<file path="src/rtl/bank_scanner_if.sv">
// Purpose : bundles the scanner's request, bank-read and result signals into one port.
// Latency : none; this file only carries wires.
// Backpr. : none; start is a level sampled by the scanner only when it is idle.
// Ports   : start (req), addrR/datOutR (bank read), busy/done (status),
//           total/max_val/max_idx/sat (held results).
// The master modport faces the scanner. The slave modport faces the bank and the result consumer.
interface bank_scanner_if #(
  parameter int BIT_ADDR = 4,
  parameter int BIT_DATO = 3
);
  logic                         start;
  logic [BIT_ADDR-1:0]          addrR;
  logic [BIT_DATO-1:0]          datOutR;
  logic                         busy;
  logic                         done;
  logic [BIT_ADDR+BIT_DATO-1:0] total;
  logic [BIT_DATO-1:0]          max_val;
  logic [BIT_ADDR-1:0]          max_idx;
  logic                         sat;

  modport master (
    input  start, datOutR,
    output addrR, busy, done, total, max_val, max_idx, sat
  );

  modport slave (
    output start, datOutR,
    input  addrR, busy, done, total, max_val, max_idx, sat
  );
endinterface

</file>
<file path="src/rtl/bank_scanner.sv">
// Purpose : sweeps all NREG bank entries and reduces them to total, max value/index and a saturation flag.
// Latency : start accepted at edge N; entry k is sampled at edge N+1+k; done and new results follow edge N+NREG.
// Backpr. : start is ignored while busy, and requests are not queued. Results stay stable until the next done.
// Ports   : clk, rst (async, active-high), bus (bank_scanner_if.master).
// Config  : define BANK_SCAN_AUTO_EN to rescan continuously.
//           In that mode start is ignored and the period is NREG+1 cycles.
module bank_scanner #(
  parameter int BIT_ADDR = 4,
  parameter int BIT_DATO = 3
) (
  input  logic            clk,
  input  logic            rst,
  bank_scanner_if.master  bus
);
  localparam int BIT_SUM = BIT_ADDR + BIT_DATO;
  localparam logic [BIT_ADDR-1:0] ADDR_LAST = '1;
  localparam logic [BIT_DATO-1:0] DAT_FULL  = '1;

  typedef enum logic [1:0] {IDLE, SCAN, DONE} state_t;

  state_t              state, stateNext;
  logic                busy;
  logic                sweepBegin;
  logic                lastSample;

  logic [BIT_ADDR-1:0] addrR;
  logic [BIT_SUM-1:0]  accSum, sumNext;
  logic [BIT_DATO-1:0] accMax, maxNext;
  logic [BIT_ADDR-1:0] accIdx, idxNext;
  logic                accSat, satNext;

  logic                doneR;
  logic [BIT_SUM-1:0]  totalR;
  logic [BIT_DATO-1:0] maxValR;
  logic [BIT_ADDR-1:0] maxIdxR;
  logic                satR;

  // State register
  always_ff @(posedge clk or posedge rst) begin
    if (rst) state <= IDLE;
    else     state <= stateNext;
  end

  // Next-state and status
  always_comb begin
    stateNext = state;
    busy      = 1'b0;
    case (state)
      IDLE: begin
`ifdef BANK_SCAN_AUTO_EN
        stateNext = SCAN;
`else
        if (bus.start) stateNext = SCAN;
`endif
      end
      SCAN: begin
        busy = 1'b1;
        if (addrR == ADDR_LAST) stateNext = DONE;
      end
      DONE: begin
        busy = 1'b1;
`ifdef BANK_SCAN_AUTO_EN
        stateNext = SCAN;
`else
        stateNext = IDLE;
`endif
      end
      default: stateNext = IDLE;
    endcase
  end

  assign sweepBegin = (state != SCAN) && (stateNext == SCAN);
  assign lastSample = (state == SCAN) && (addrR == ADDR_LAST);

  // Accumulator values after folding in the current sample.
  // A strict compare keeps the lowest index on ties.
  always_comb begin
    sumNext = accSum + BIT_SUM'(bus.datOutR);
    maxNext = accMax;
    idxNext = accIdx;
    if (bus.datOutR > accMax) begin
      maxNext = bus.datOutR;
      idxNext = addrR;
    end
    satNext = accSat | (bus.datOutR == DAT_FULL);
  end

  // Sweep datapath.
  // The results are loaded on the edge that takes the last sample, so done and the new values appear together.
  always_ff @(posedge clk or posedge rst) begin
    if (rst) begin
      addrR   <= '0;
      accSum  <= '0;
      accMax  <= '0;
      accIdx  <= '0;
      accSat  <= 1'b0;
      doneR   <= 1'b0;
      totalR  <= '0;
      maxValR <= '0;
      maxIdxR <= '0;
      satR    <= 1'b0;
    end else begin
      if (sweepBegin) begin
        addrR  <= '0;
        accSum <= '0;
        accMax <= '0;
        accIdx <= '0;
        accSat <= 1'b0;
      end else if (state == SCAN) begin
        // The address naturally wraps to 0 after the last entry.
        addrR  <= addrR + BIT_ADDR'(1);
        accSum <= sumNext;
        accMax <= maxNext;
        accIdx <= idxNext;
        accSat <= satNext;
      end
      doneR <= lastSample;
      if (lastSample) begin
        totalR  <= sumNext;
        maxValR <= maxNext;
        maxIdxR <= idxNext;
        satR    <= satNext;
      end
    end
  end

  assign bus.addrR   = addrR;
  assign bus.busy    = busy;
  assign bus.done    = doneR;
  assign bus.total   = totalR;
  assign bus.max_val = maxValR;
  assign bus.max_idx = maxIdxR;
  assign bus.sat     = satR;
endmodule

</file>
<file path="src/flat_wrapper.sv">
// flat-port wrapper written by rule: the top's interface ports become plain ports
module bank_scanner_flat 
#(
  parameter int BIT_ADDR = 4,
  parameter int BIT_DATO = 3
)
  (clk, rst, bus_start, bus_datOutR, bus_addrR, bus_busy, bus_done, bus_total, bus_max_val, bus_max_idx, bus_sat);
  bank_scanner_if #(.BIT_ADDR(BIT_ADDR), .BIT_DATO(BIT_DATO)) bus_i ();
  input  logic clk;
  input  logic rst;
  input wire logic [$bits(bus_i.start)-1:0] bus_start;
  input wire logic [$bits(bus_i.datOutR)-1:0] bus_datOutR;
  output wire logic [$bits(bus_i.addrR)-1:0] bus_addrR;
  output wire logic [$bits(bus_i.busy)-1:0] bus_busy;
  output wire logic [$bits(bus_i.done)-1:0] bus_done;
  output wire logic [$bits(bus_i.total)-1:0] bus_total;
  output wire logic [$bits(bus_i.max_val)-1:0] bus_max_val;
  output wire logic [$bits(bus_i.max_idx)-1:0] bus_max_idx;
  output wire logic [$bits(bus_i.sat)-1:0] bus_sat;
  assign bus_i.start = bus_start;
  assign bus_i.datOutR = bus_datOutR;
  assign bus_addrR = bus_i.addrR;
  assign bus_busy = bus_i.busy;
  assign bus_done = bus_i.done;
  assign bus_total = bus_i.total;
  assign bus_max_val = bus_i.max_val;
  assign bus_max_idx = bus_i.max_idx;
  assign bus_sat = bus_i.sat;
  bank_scanner #(.BIT_ADDR(BIT_ADDR), .BIT_DATO(BIT_DATO)) u_core (.clk(clk), .rst(rst), .bus(bus_i));
endmodule
</file>
<file path="config.mk">
export PLATFORM = sky130hd
export DESIGN_NAME = bank_scanner_flat
export DESIGN_NICKNAME = d
export VERILOG_FILES = /design/src/rtl/bank_scanner_if.sv /design/src/rtl/bank_scanner.sv /design/src/flat_wrapper.sv
export SDC_FILE = /design/constraint.sdc
export NUM_CORES = 1
export LEC_CHECK = 0
export BUFFER_PORTS_ARGS = -buffer_cell sky130_fd_sc_hd__buf_2
export CAP_MARGIN = 20
export CORE_UTILIZATION = 40
export CTS_CLUSTER_SIZE = 24
export DETAILED_ROUTE_END_ITERATION = 6
export HOLD_SLACK_MARGIN = 0.12
export MAX_ROUTING_LAYER = met4
export PLACE_DENSITY = 0.62
export SLEW_MARGIN = 20
export SYNTH_ARGS = -nofsm -noshare
export SYNTH_HDL_FRONTEND = slang
export SYNTH_SLANG_ARGS = --single-unit
</file>
<file path="constraint.sdc">
create_clock -name clk -period 1.77 [get_ports clk]
set_input_delay 0.0885 -clock clk [delete_from_list [all_inputs] [get_ports clk]]
set_output_delay 0.0885 -clock clk [all_outputs]
set_load 0.05 [all_outputs]
</file>
---- Word-level counts from Yosys, hierarchy flattened ----
Index checks and enable logic that the tools add are counted.
operators by class
  magnitude comparators ................... 1
  reduce and logical (&&, ||, !) cells .... 5
  bitwise gates (word level) .............. 1
  equality and inequality tests ........... 6
  multiplexer cells ....................... 16
  $add $sub $neg .......................... 2
operator list
  cell                 count
  $mux 4               5
  $mux 7               2
  $mux 3               3
  $add 7x3->7          1
  $add 4x1->4 const B  1
  $eq 2x1->1 const B   2
  $eq 4x4->1 const B   1
  $mux 2               2
  $pmux 2 s2           1
  $eq 3x3->1 const B   1
  $gt 3x3->1           1
  $mux 1               3
  $eq 2x2->1 const B   1
  $logic_and 1x1->1    2
  $logic_not 2->1      1
  $ne 2x1->1 const B   1
  $reduce_bool 2->1    1
  $reduce_or 2->1      1
  $or 1x1->1           1
word-level totals
  flip-flop bits (word level) ............. 37
  input port bits ......................... 6
  output and inout port bits .............. 21

---- Longest topological paths before layout ----
Gate-level depths: netlist of run 1.
  depth after elaboration ................. 6
  gate-level depth with buffers ........... 7
  depth with buffers taken out ............ 7

---- Least setup slack after synthesis of run 1 ----
Ideal clock, no wire load.
  path kind ............................... register -> register
  from .................................... register u_core.accMax[2]
  to ...................................... register u_core.maxIdxR[0] (netlist: u_core.bus.max_idx[0])
  stages on the path, launching flop included .. 7
  slack ................................... -88 ps
  buffers on the path ..................... 0
  data arrival time ....................... 1733 ps
  library setup time ...................... 125 ps
  cells stage by stage .................... dfrtp_1 inv_1 ha_1 and3_2 a21oi_4 mux2_4 mux2_4
between the ends
  longest elaborated chain between the ends .. 2
RTL lines
  what                    line                 source
  from (decl)             bank_scanner.sv:28   logic [BIT_DATO-1:0] accMax, maxNext;
  from (signal assigned)  bank_scanner.sv:113  accMax <= maxNext;
  $gt 3x3->1              bank_scanner.sv:81   if (bus.datOutR > accMax) begin
  $mux 4                  bank_scanner.sv:81
  to (signal assigned)    bank_scanner.sv:121  maxIdxR <= idxNext;
  to (decl)               bank_scanner.sv:35   logic [BIT_ADDR-1:0] maxIdxR;
Every way passes these cells.
A chain may end at the register's enable or synchronous reset.

---- Final worst setup path of run 1 ----
  from .................................... register u_core.accSum[0]
  to ...................................... register u_core.accSum[6]
between the ends
  longest elaborated chain between the ends .. 3
RTL lines
  what                    line                 source
  from (decl)             bank_scanner.sv:27   logic [BIT_SUM-1:0] accSum, sumNext;
  from (signal assigned)  bank_scanner.sv:112  accSum <= sumNext;
  $add 7x3->7             bank_scanner.sv:78   sumNext = accSum + BIT_SUM'(bus.datOutR);
  $mux 7                  bank_scanner.sv:109  end else if (state == SCAN) begin
  $mux 7                  bank_scanner.sv:103  if (sweepBegin) begin
Every way passes these cells. The select of a mux whose other input is x is not followed.

==> run_results.csv, run 1 <==
group,metric,value,unit
run_status,run_status,"finished with violations",
run_status,violated_checks,"setup timing",
routing,drt_wl_total,3800,um
logic_synthesis,synth_warnings,0,
sta,achievable-frequency,0.559,GHz
global_routing,globalRouteOverflowTotal,0,
layout,final_layout_size_suffix_gt1_share,32.1,%
logic_synthesis,synth_cell_type_count,37,
layout,fillCellCount,381,
routing,routedWlPerCell,14.1,um
logic_synthesis,post_synth_inst_count,170,
critical_path,reg2regPathDepth,7,
floorplanning,initial_core_util,41.9,%
logic_synthesis,share_of_the_synthesized_area_in_the_top_cell_type,50.8,%
clocking,cts_tree,"done",
worst_hold_path,whs_path_depth,3,
global_routing,antenna_found_initial,0,
power,clock_power_share,14.4,%
routing,vias,1408,
sta,max_slew_headroom,62.3,%
logic_synthesis,synth_edf_count,0,
sta,slew_violations,0,
placement,post-dp-hpwl,2730,um
global_routing,largest_net_degree_at_the_start_of_global_routing,38,
logic_synthesis,synth_ff_type,"sky130_fd_sc_hd__dfrtp_1",
clocking,clock_sinks,37,
sta,number_of_endpoints_failing_setup_at_the_final_stage,1,
floorplanning,chipWidth,69.5,um
critical_path,setup.reg_to_reg.worst_slack,-0.02,ns
sta,tightestPinTransition,0.562,ns
logic_synthesis,synth_seq_area_share,50.8,%
sta,fin_crit_sh,101,%
logic_synthesis,yosys.area_share.xor_xnor,2.88,%
sta,unrepaired_setup_endpoints_after_global_routing,"yes",
logic_synthesis,async_reset_ff_share,100,%
power,switching_share,42.0,%
critical_path,worst_path_max_delay_cell,"sky130_fd_sc_hd__dfrtp_1",
critical_path,startpoint_type,"register",
sta,hold_violations,0,
power,power,3.83,mW
floorplanning,fp-row-count,24,
power,p_leak,1.14,nW
layout,fin_nets,233,
critical_path,crit_path_cell_trace,"ha_2 -> inv_2 -> fa_2 -> nor2b_4 -> o2111ai_2 -> mux2_4 -> a21o_1",
critical_path,cp_required,1.95,ns
logic_synthesis,synth_simple_gate_area_share,9.67,%
routing,length_of_the_first_detailed_routing_pass_in_iterations,4,
routing,drt.antenna.violating_nets,0,
logic_synthesis,ys_ff_latch,37,
clocking,path_clk_slew,0.07,ns
sta,total_negative_setup_slack,-0.0197,ns
clocking,clk_path_buf_depth,2,
global_routing,first_global_vias,1356,
sta,holdWs,0.155,ns
floorplanning,core,0.00435,mm^2
layout,synthToLayoutAreaGrowth,26.2,%
power,power_density,1660,mW/mm^2
layout,final_area,0.00230,mm^2
routing,detail_route.drc_violations,0,
worst_hold_path,min_from,"bus_start",
layout,n_antenna_cell,0,
logic_synthesis,synthTopCellsByArea,"sky130_fd_sc_hd__dfrtp_1 (51%), sky130_fd_sc_hd__ha_1 (6.2%), sky130_fd_sc_hd__nand2_1 (4.7%)",
routing,via_per_instance_ratio,5.21,
critical_path,path_class,"reg2reg",
logic_synthesis,avg_cell_area_syn,10.7,um^2
critical_path,critPathBufInv,1,
placement,post_dp_cell_area,0.00214,mm^2
worst_hold_path,worstHoldEndpoint,"u_core.state[0]",
clocking,clock_tree.root_cell,"sky130_fd_sc_hd__clkbuf_8",
logic_synthesis,most_area_hungry_cell_type_in_the_yosys_netlist,"sky130_fd_sc_hd__dfrtp_1",
clocking,numCtsBuffers,5,
routing,detailedRoute.firstIterationViolations,69,
logic_synthesis,adder_cell_share_of_the_synthesized_area,7.27,%
floorplanning,die-area,0.00483,mm^2
logic_synthesis,muxShareOfSynthArea,7.82,%
floorplanning,die-height,69.5,um
critical_path,critical_path.endpoint_type,"register",
power,ir_drop,0.000785,V
power,p_seq_share,32.7,%
placement,place.gp.congestion,0.799,
run,max_capacitance_violation_count,0,
critical_path,cp_top_family,"adder cells",
critical_path,timing.rr.end,"u_core.accSum[6]",
critical_path,critical_path.reg2reg.startpoint,"u_core.accSum[0]",
power,logic_gate_share_of_total_power,52.9,%
logic_synthesis,synth_top_family_by_area,"compound AO/OA/AOI/OAI gates",
critical_path,worst_path_largest_cell_delay,0.36,ns
sta,final_min_period,1.79,ns
clocking,cts.htree.levels,2,
global_routing,grt_usage,18.1,%
placement,place.port_buffers,26,
critical_path,cp_max_fo,2,
critical_path,crit_arrival,1.96,ns
layout,layout.core_utilization,52.9,%
logic_synthesis,post_synth_instance_area,0.00182,mm^2
logic_synthesis,synth_compound_gate_area_share,17.8,%
power,p_int,2.22,mW
global_routing,grt_first_pass_wirelength,6620,um
clocking,worstSkewPairLatency,0.28,ns
sta,layout_setup_ws,-0.0197,ns
floorplanning,io_pins,27,
sta,worst_clock_skew,0.00253,ns
power,power.switching,1.61,mW
logic_synthesis,syn_nets,186,
worst_hold_path,hold_path.class,"in2reg",
[worst max-delay path by stage]
| stage | slack [ns] | end | cells after the start | startpoint |
|---|---|---|---|---|
| finish | -0.02 | u_core.accSum[6] | 7 | u_core.accSum[0] |
| global route | -0.11 | u_core.accSum[6] | 7 | u_core.accSum[0] |
| CTS | -0.02 | u_core.accSum[6] | 7 | u_core.accSum[0] |
| detailed placement | -0.07 | u_core.accSum[6] | 7 | u_core.accSum[0] |
| global placement | 0.02 | u_core.accSum[6] | 7 | u_core.accSum[0] |
| floorplan | -0.05 | u_core.bus.max_idx[0] | 6 | u_core.accMax[2] |
[cell usage in the layout, fill, tap and decap left out, drive strengths merged, types with 3 or more instances in the layout]
cell / count
xor2: 3
a22o: 5
mux2i: 6
clkbuf: 8
inv: 13
a21o: 4
mux2: 6
nor2: 5
buf: 44
a21oi: 7
nand3: 3
dfrtp: 37
nand2: 23
a32o: 3
o21ai: 17
xnor2: 3
ha: 9
[final cells by class]
type | instances | area (um^2) | share of cell area, %
multi-input combinational | 115 | 891 | 38.7
sequential | 37 | 926 | 40.2
tap | 52 | 65.1 | 2.83
inverter | 13 | 48.8 | 2.12
clock buffer | 8 | 80.1 | 3.48
timing repair buffer | 45 | 292 | 12.7
[registers in the layout (all words and copies together) (netlist names)]
name                flops
u_core.bus.total        7
u_core.bus.done         1
u_core.accMax           3
u_core.accIdx           4
u_core.bus.max_idx      4
u_core.accSum           7
u_core.state            2
u_core.accSat           1
u_core.bus.sat          1
u_core.bus.addrR        4
u_core.bus.max_val      3
[cells in the mapped netlist, types with 3 or more instances]
library cell	number
sky130_fd_sc_hd__inv_1	11
sky130_fd_sc_hd__clkbuf_1	3
sky130_fd_sc_hd__xnor2_1	3
sky130_fd_sc_hd__a21oi_1	5
sky130_fd_sc_hd__dfrtp_1	37
sky130_fd_sc_hd__o21ai_1	15
sky130_fd_sc_hd__nand3_1	3
sky130_fd_sc_hd__nand2_1	23
sky130_fd_sc_hd__a21o_1	4
sky130_fd_sc_hd__a32o_1	3
sky130_fd_sc_hd__a22o_1	5
sky130_fd_sc_hd__mux2i_1	6
sky130_fd_sc_hd__ha_1	9
sky130_fd_sc_hd__xor2_1	3
sky130_fd_sc_hd__nor2_1	5
sky130_fd_sc_hd__mux2_4	4
[through the flow]
| stage | std cells | worst slack [ns] |
|---|---|---|
| CTS | 268 | -0.0237 |
| global route | 270 | -0.111 |
| finish | 270 | -0.0197 |
| detailed placement | 257 | -0.0650 |
| floorplan | 170 | -0.0491 |
| global placement | 257 | 0.0177 |
[cells by family (layout without fill, tap and decap cells)]
group           count (synthesis)  count (layout)
compound gates                 47              47
simple gates                   40              40
flops                          37              37
buf+inv                        18              66
mux                            12              12
fa+ha+maj                      10              10
xor+xnor                        6               6
[per-layer routing]
metal,global-route usage (%),share of wire (%),up-vias
li1,-,-,695
met1,23.5,48,686
met2,27.6,47,22
met3,4.51,3.3,5
met4,6.12,1.3,0
met5,-,0,-
[power by group through the flow]
stage,Clock (mW),Combinational [mW],Sequential [mW]
floorplan,0,1.06,1.51
global placement,0,1.83,1.25
detailed placement,0,1.88,1.26
CTS,0.565,1.91,1.24
global route,0.611,2.21,1.29
finish,0.550,2.03,1.25
[worst min-delay path, stage by stage]
cell                      delay, ns
sky130_fd_sc_hd__buf_2         0.11
sky130_fd_sc_hd__a21oi_1       0.08
sky130_fd_sc_hd__nor2_1        0.11
[what timing repair did]
action / in CTS / in global routing
setup buffers: 2 / 2
resized for setup: 2 / 9
hold buffers: 1 / 0
pin swaps: 0 / 3
hold endpoints to repair: 37 / 0
setup endpoints to repair: 5 / 10
(Power assumes the default switching activity.)
==> run 2: changes to the inputs <==
Settings changed: ABC_AREA set to 1, PLACE_DENSITY 0.62 to 0.61.
==> run 2 against run 1 <==
- the flow now finishes without violations
- synthesized area is 7.4% higher
- non-clock buffer count is 10 lower
- die area is 7.2% higher
- design area is 1.6% higher
- clock skew is 0.0050 ns higher
- flip-flop and latch count stayed put
- clock-buffer cell count is 3 lower
- sequential power is 14% higher
- critical path type unchanged
- highest routed layer unchanged
==> run_results.csv, run 2 <==
group,metric,value,unit
run_status,run_status,"completed",
sta,tightestPinTransition,0.314,ns
sta,final_min_period,1.61,ns
critical_path,critical_path.reg2reg.startpoint,"u_core.accSum[0]",
worst_hold_path,min_from,"bus_start",
floorplanning,chipWidth,72.0,um
logic_synthesis,synth_top_family_by_area,"simple AND/OR/NAND/NOR gates",
critical_path,timing.rr.end,"u_core.accSum[4]",
logic_synthesis,synth_seq_area_share,47.3,%
logic_synthesis,synth_ff_type,"sky130_fd_sc_hd__dfrtp_1",
critical_path,critical_path.endpoint_type,"register",
global_routing,first_global_vias,1631,
routing,detailedRoute.firstIterationViolations,85,
logic_synthesis,synth_cell_type_count,22,
layout,n_antenna_cell,0,
logic_synthesis,ys_ff_latch,37,
logic_synthesis,most_area_hungry_cell_type_in_the_yosys_netlist,"sky130_fd_sc_hd__dfrtp_1",
critical_path,critPathBufInv,2,
sta,total_negative_setup_slack,0,ns
critical_path,cp_top_family,"adder cells",
floorplanning,die-area,0.00518,mm^2
clocking,numCtsBuffers,5,
logic_synthesis,synth_compound_gate_area_share,2.04,%
worst_hold_path,hold_path.class,"in2reg",
global_routing,globalRouteOverflowTotal,0,
clocking,post-cts-setup-buffer-count,0,
sta,slew_violations,0,
worst_hold_path,whs_path_depth,3,
placement,place.port_buffers,26,
routing,drt.antenna.violating_nets,0,
power,ir_drop,0.000836,V
sta,hold_violations,0,
critical_path,reg2regPathDepth,8,
sta,number_of_endpoints_failing_setup_at_the_final_stage,0,
clocking,path_clk_slew,0.08,ns
critical_path,crit_arrival,1.80,ns
global_routing,grt_first_pass_wirelength,7470,um
critical_path,path_class,"reg2reg",
critical_path,startpoint_type,"register",
critical_path,setup.reg_to_reg.worst_slack,0.16,ns
floorplanning,fp-row-count,25,
floorplanning,initial_core_util,41.5,%
logic_synthesis,share_of_the_synthesized_area_in_the_top_cell_type,47.3,%
critical_path,cp_max_fo,4,
layout,most-common-layout-cells,"sky130_fd_sc_hd__nand2_1 (82), sky130_fd_sc_hd__nand3_1 (54), sky130_fd_sc_hd__dfrtp_1 (37)",
clocking,clock_sinks,37,
sta,max_slew_headroom,79.0,%
sta,achievable-frequency,0.622,GHz
logic_synthesis,synth_edf_count,0,
power,p_int,2.47,mW
power,clock_power_share,18.7,%
logic_synthesis,adder_cell_share_of_the_synthesized_area,6.77,%
sta,fin_crit_sh,90.8,%
global_routing,largest_net_degree_at_the_start_of_global_routing,24,
logic_synthesis,synth_warnings,0,
routing,via_per_instance_ratio,4.67,
sta,worst_clock_skew,0.00749,ns
logic_synthesis,synthTopCellsByArea,"sky130_fd_sc_hd__dfrtp_1 (47%), sky130_fd_sc_hd__nand2_1 (16%), sky130_fd_sc_hd__nand3_1 (14%)",
global_routing,grt_usage,19.4,%
power,power.switching,2.37,mW
layout,synthToLayoutAreaGrowth,19.4,%
critical_path,worst_path_max_delay_cell,"sky130_fd_sc_hd__fa_1",
logic_synthesis,async_reset_ff_share,100,%
logic_synthesis,post_synth_inst_count,247,
logic_synthesis,post_synth_instance_area,0.00196,mm^2
clocking,cts_tree,"done",
logic_synthesis,synth_top_cells_by_count,"sky130_fd_sc_hd__nand2_1 (83), sky130_fd_sc_hd__nand3_1 (54), sky130_fd_sc_hd__dfrtp_1 (37)",
power,power_density,2070,mW/mm^2
layout,final_common_cell,"sky130_fd_sc_hd__nand2_1",
sta,unrepaired_setup_endpoints_after_global_routing,"no",
logic_synthesis,syn_nets,263,
routing,routedWlPerCell,12.0,um
sta,holdWs,0.131,ns
logic_synthesis,synth.most_common_cell,"sky130_fd_sc_hd__nand2_1",
layout,fin_nets,298,
critical_path,crit_path_cell_trace,"ha_2 -> inv_1 -> fa_1 -> o21ai_2 -> buf_4 -> nand3_1 -> nand3_1 -> nand2_1",
power,p_seq_share,29.3,%
clocking,cts.htree.levels,2,
clocking,worstSkewPairLatency,0.30,ns
power,switching_share,49.0,%
logic_synthesis,synth_simple_gate_area_share,34.4,%
logic_synthesis,yosys.area_share.xor_xnor,0.447,%
floorplanning,die-height,72.0,um
clocking,clk_path_buf_depth,2,
floorplanning,core,0.00472,mm^2
critical_path,worst_path_largest_cell_delay,0.40,ns
placement,post-dp-hpwl,2970,um
floorplanning,io_pins,27,
placement,place.gp.congestion,0.869,
routing,length_of_the_first_detailed_routing_pass_in_iterations,5,
routing,drt_wl_total,4210,um
power,p_leak,1.24,nW
critical_path,timing.critical_path.mode_cell,"sky130_fd_sc_hd__nand3_1",
global_routing,antenna_found_initial,0,
logic_synthesis,muxShareOfSynthArea,0,%
logic_synthesis,avg_cell_area_syn,7.93,um^2
power,logic_gate_share_of_total_power,52.0,%
routing,detail_route.drc_violations,0,
layout,final_layout_size_suffix_gt1_share,17.3,%
clocking,clock_tree.root_cell,"sky130_fd_sc_hd__clkbuf_8",
run,max_capacitance_violation_count,0,
layout,fillCellCount,481,
worst_hold_path,worstHoldEndpoint,"u_core.state[0]",
critical_path,cp_required,1.96,ns
routing,vias,1634,
==> run 2: worst max path at each step <==
stage	endpoint	slack [ns]	cells past startpoint	start
2_1_floorplan	u_core.bus.addrR[0]	0.10	8	u_core.bus.addrR[0]
3_3_place_gp	u_core.accSum[6]	0.17	8	u_core.accSum[0]
3_5_place_dp	u_core.accSum[4]	0.11	8	u_core.accSum[0]
4_1_cts	u_core.accSum[4]	0.1	8	u_core.accSum[0]
5_1_grt	u_core.bus.max_idx[2]	0.03	8	u_core.accMax[2]
6_report	u_core.accSum[4]	0.16	8	u_core.accSum[0]
==> run 2: what timing repair did <==
| action | CTS | global route |
|---|---|---|
| resized for setup | 0 | 4 |
| hold endpoints to repair | 37 | 0 |
| endpoints found under the setup margin | 0 | 11 |
| hold buffers | 1 | 0 |
==> run 2: cell families after synthesis <==
logic type,after synthesis
compound gates,7
xor+xnor,1
fa+ha+maj,10
buf+inv,41
flops,37
simple gates,151
==> run 2: power groups by stage <==
stage / registers, mW / clock network (mW) / logic (mW)
floorplan: 2.08 / 0 / 1.29
global placement: 1.43 / 0 / 2.48
detailed placement: 1.44 / 0 / 2.50
CTS: 1.42 / 0.923 / 2.52
global route: 1.47 / 0.957 / 2.79
finish: 1.42 / 0.906 / 2.52
==> run 2: worst reg2reg max path, cell delays in order (launching register included) <==
cell	delay, ns
sky130_fd_sc_hd__dfrtp_1	0.36
sky130_fd_sc_hd__ha_2	0.20
sky130_fd_sc_hd__inv_1	0.06
sky130_fd_sc_hd__fa_1	0.40
sky130_fd_sc_hd__o21ai_2	0.12
sky130_fd_sc_hd__buf_4	0.13
sky130_fd_sc_hd__nand3_1	0.08
sky130_fd_sc_hd__nand3_1	0.09
sky130_fd_sc_hd__nand2_1	0.05
==> run 2: layout make-up <==
cell class,count,area (um^2),area share [%]
Clock buffer,5,68.8,2.94
Clock inverter,3,68.8,2.94
Inverter,34,128,5.45
Multi-Input combinational cell,169,865,37.0
Sequential cell,37,926,39.6
Tap cell,67,83.8,3.58
Timing Repair Buffer,35,200,8.56
==> run 2: routing by layer <==
| layer | vias up | wire length [um] | GRT usage, % |
|---|---|---|---|
| met3 | 9 | 131 | 3.33 |
| met5 | - | 0 | - |
| li1 | 852 | - | - |
| met4 | 0 | 94 | 9.59 |
| met1 | 740 | 2180 | 26.2 |
| met2 | 33 | 1800 | 28.3 |
==> run 2: through the flow <==
| stage | area, um^2 | util, % | total power, mW | std cells | setup slack, ns |
|---|---|---|---|---|---|
| 6_report | 2340 | 49.5 | 4.84 | 350 | 0.163 |
| 5_1_grt | 2340 | 49.5 | 5.22 | 350 | 0.0316 |
| 4_1_cts | 2330 | 49.4 | 4.86 | 350 | 0.0991 |
| 3_5_place_dp | 2180 | 46.2 | 3.94 | 341 | 0.105 |
| 3_3_place_gp | 2180 | 46.2 | 3.91 | 341 | 0.174 |
| 2_1_floorplan | 1960 | - | 3.37 | 247 | 0.105 |
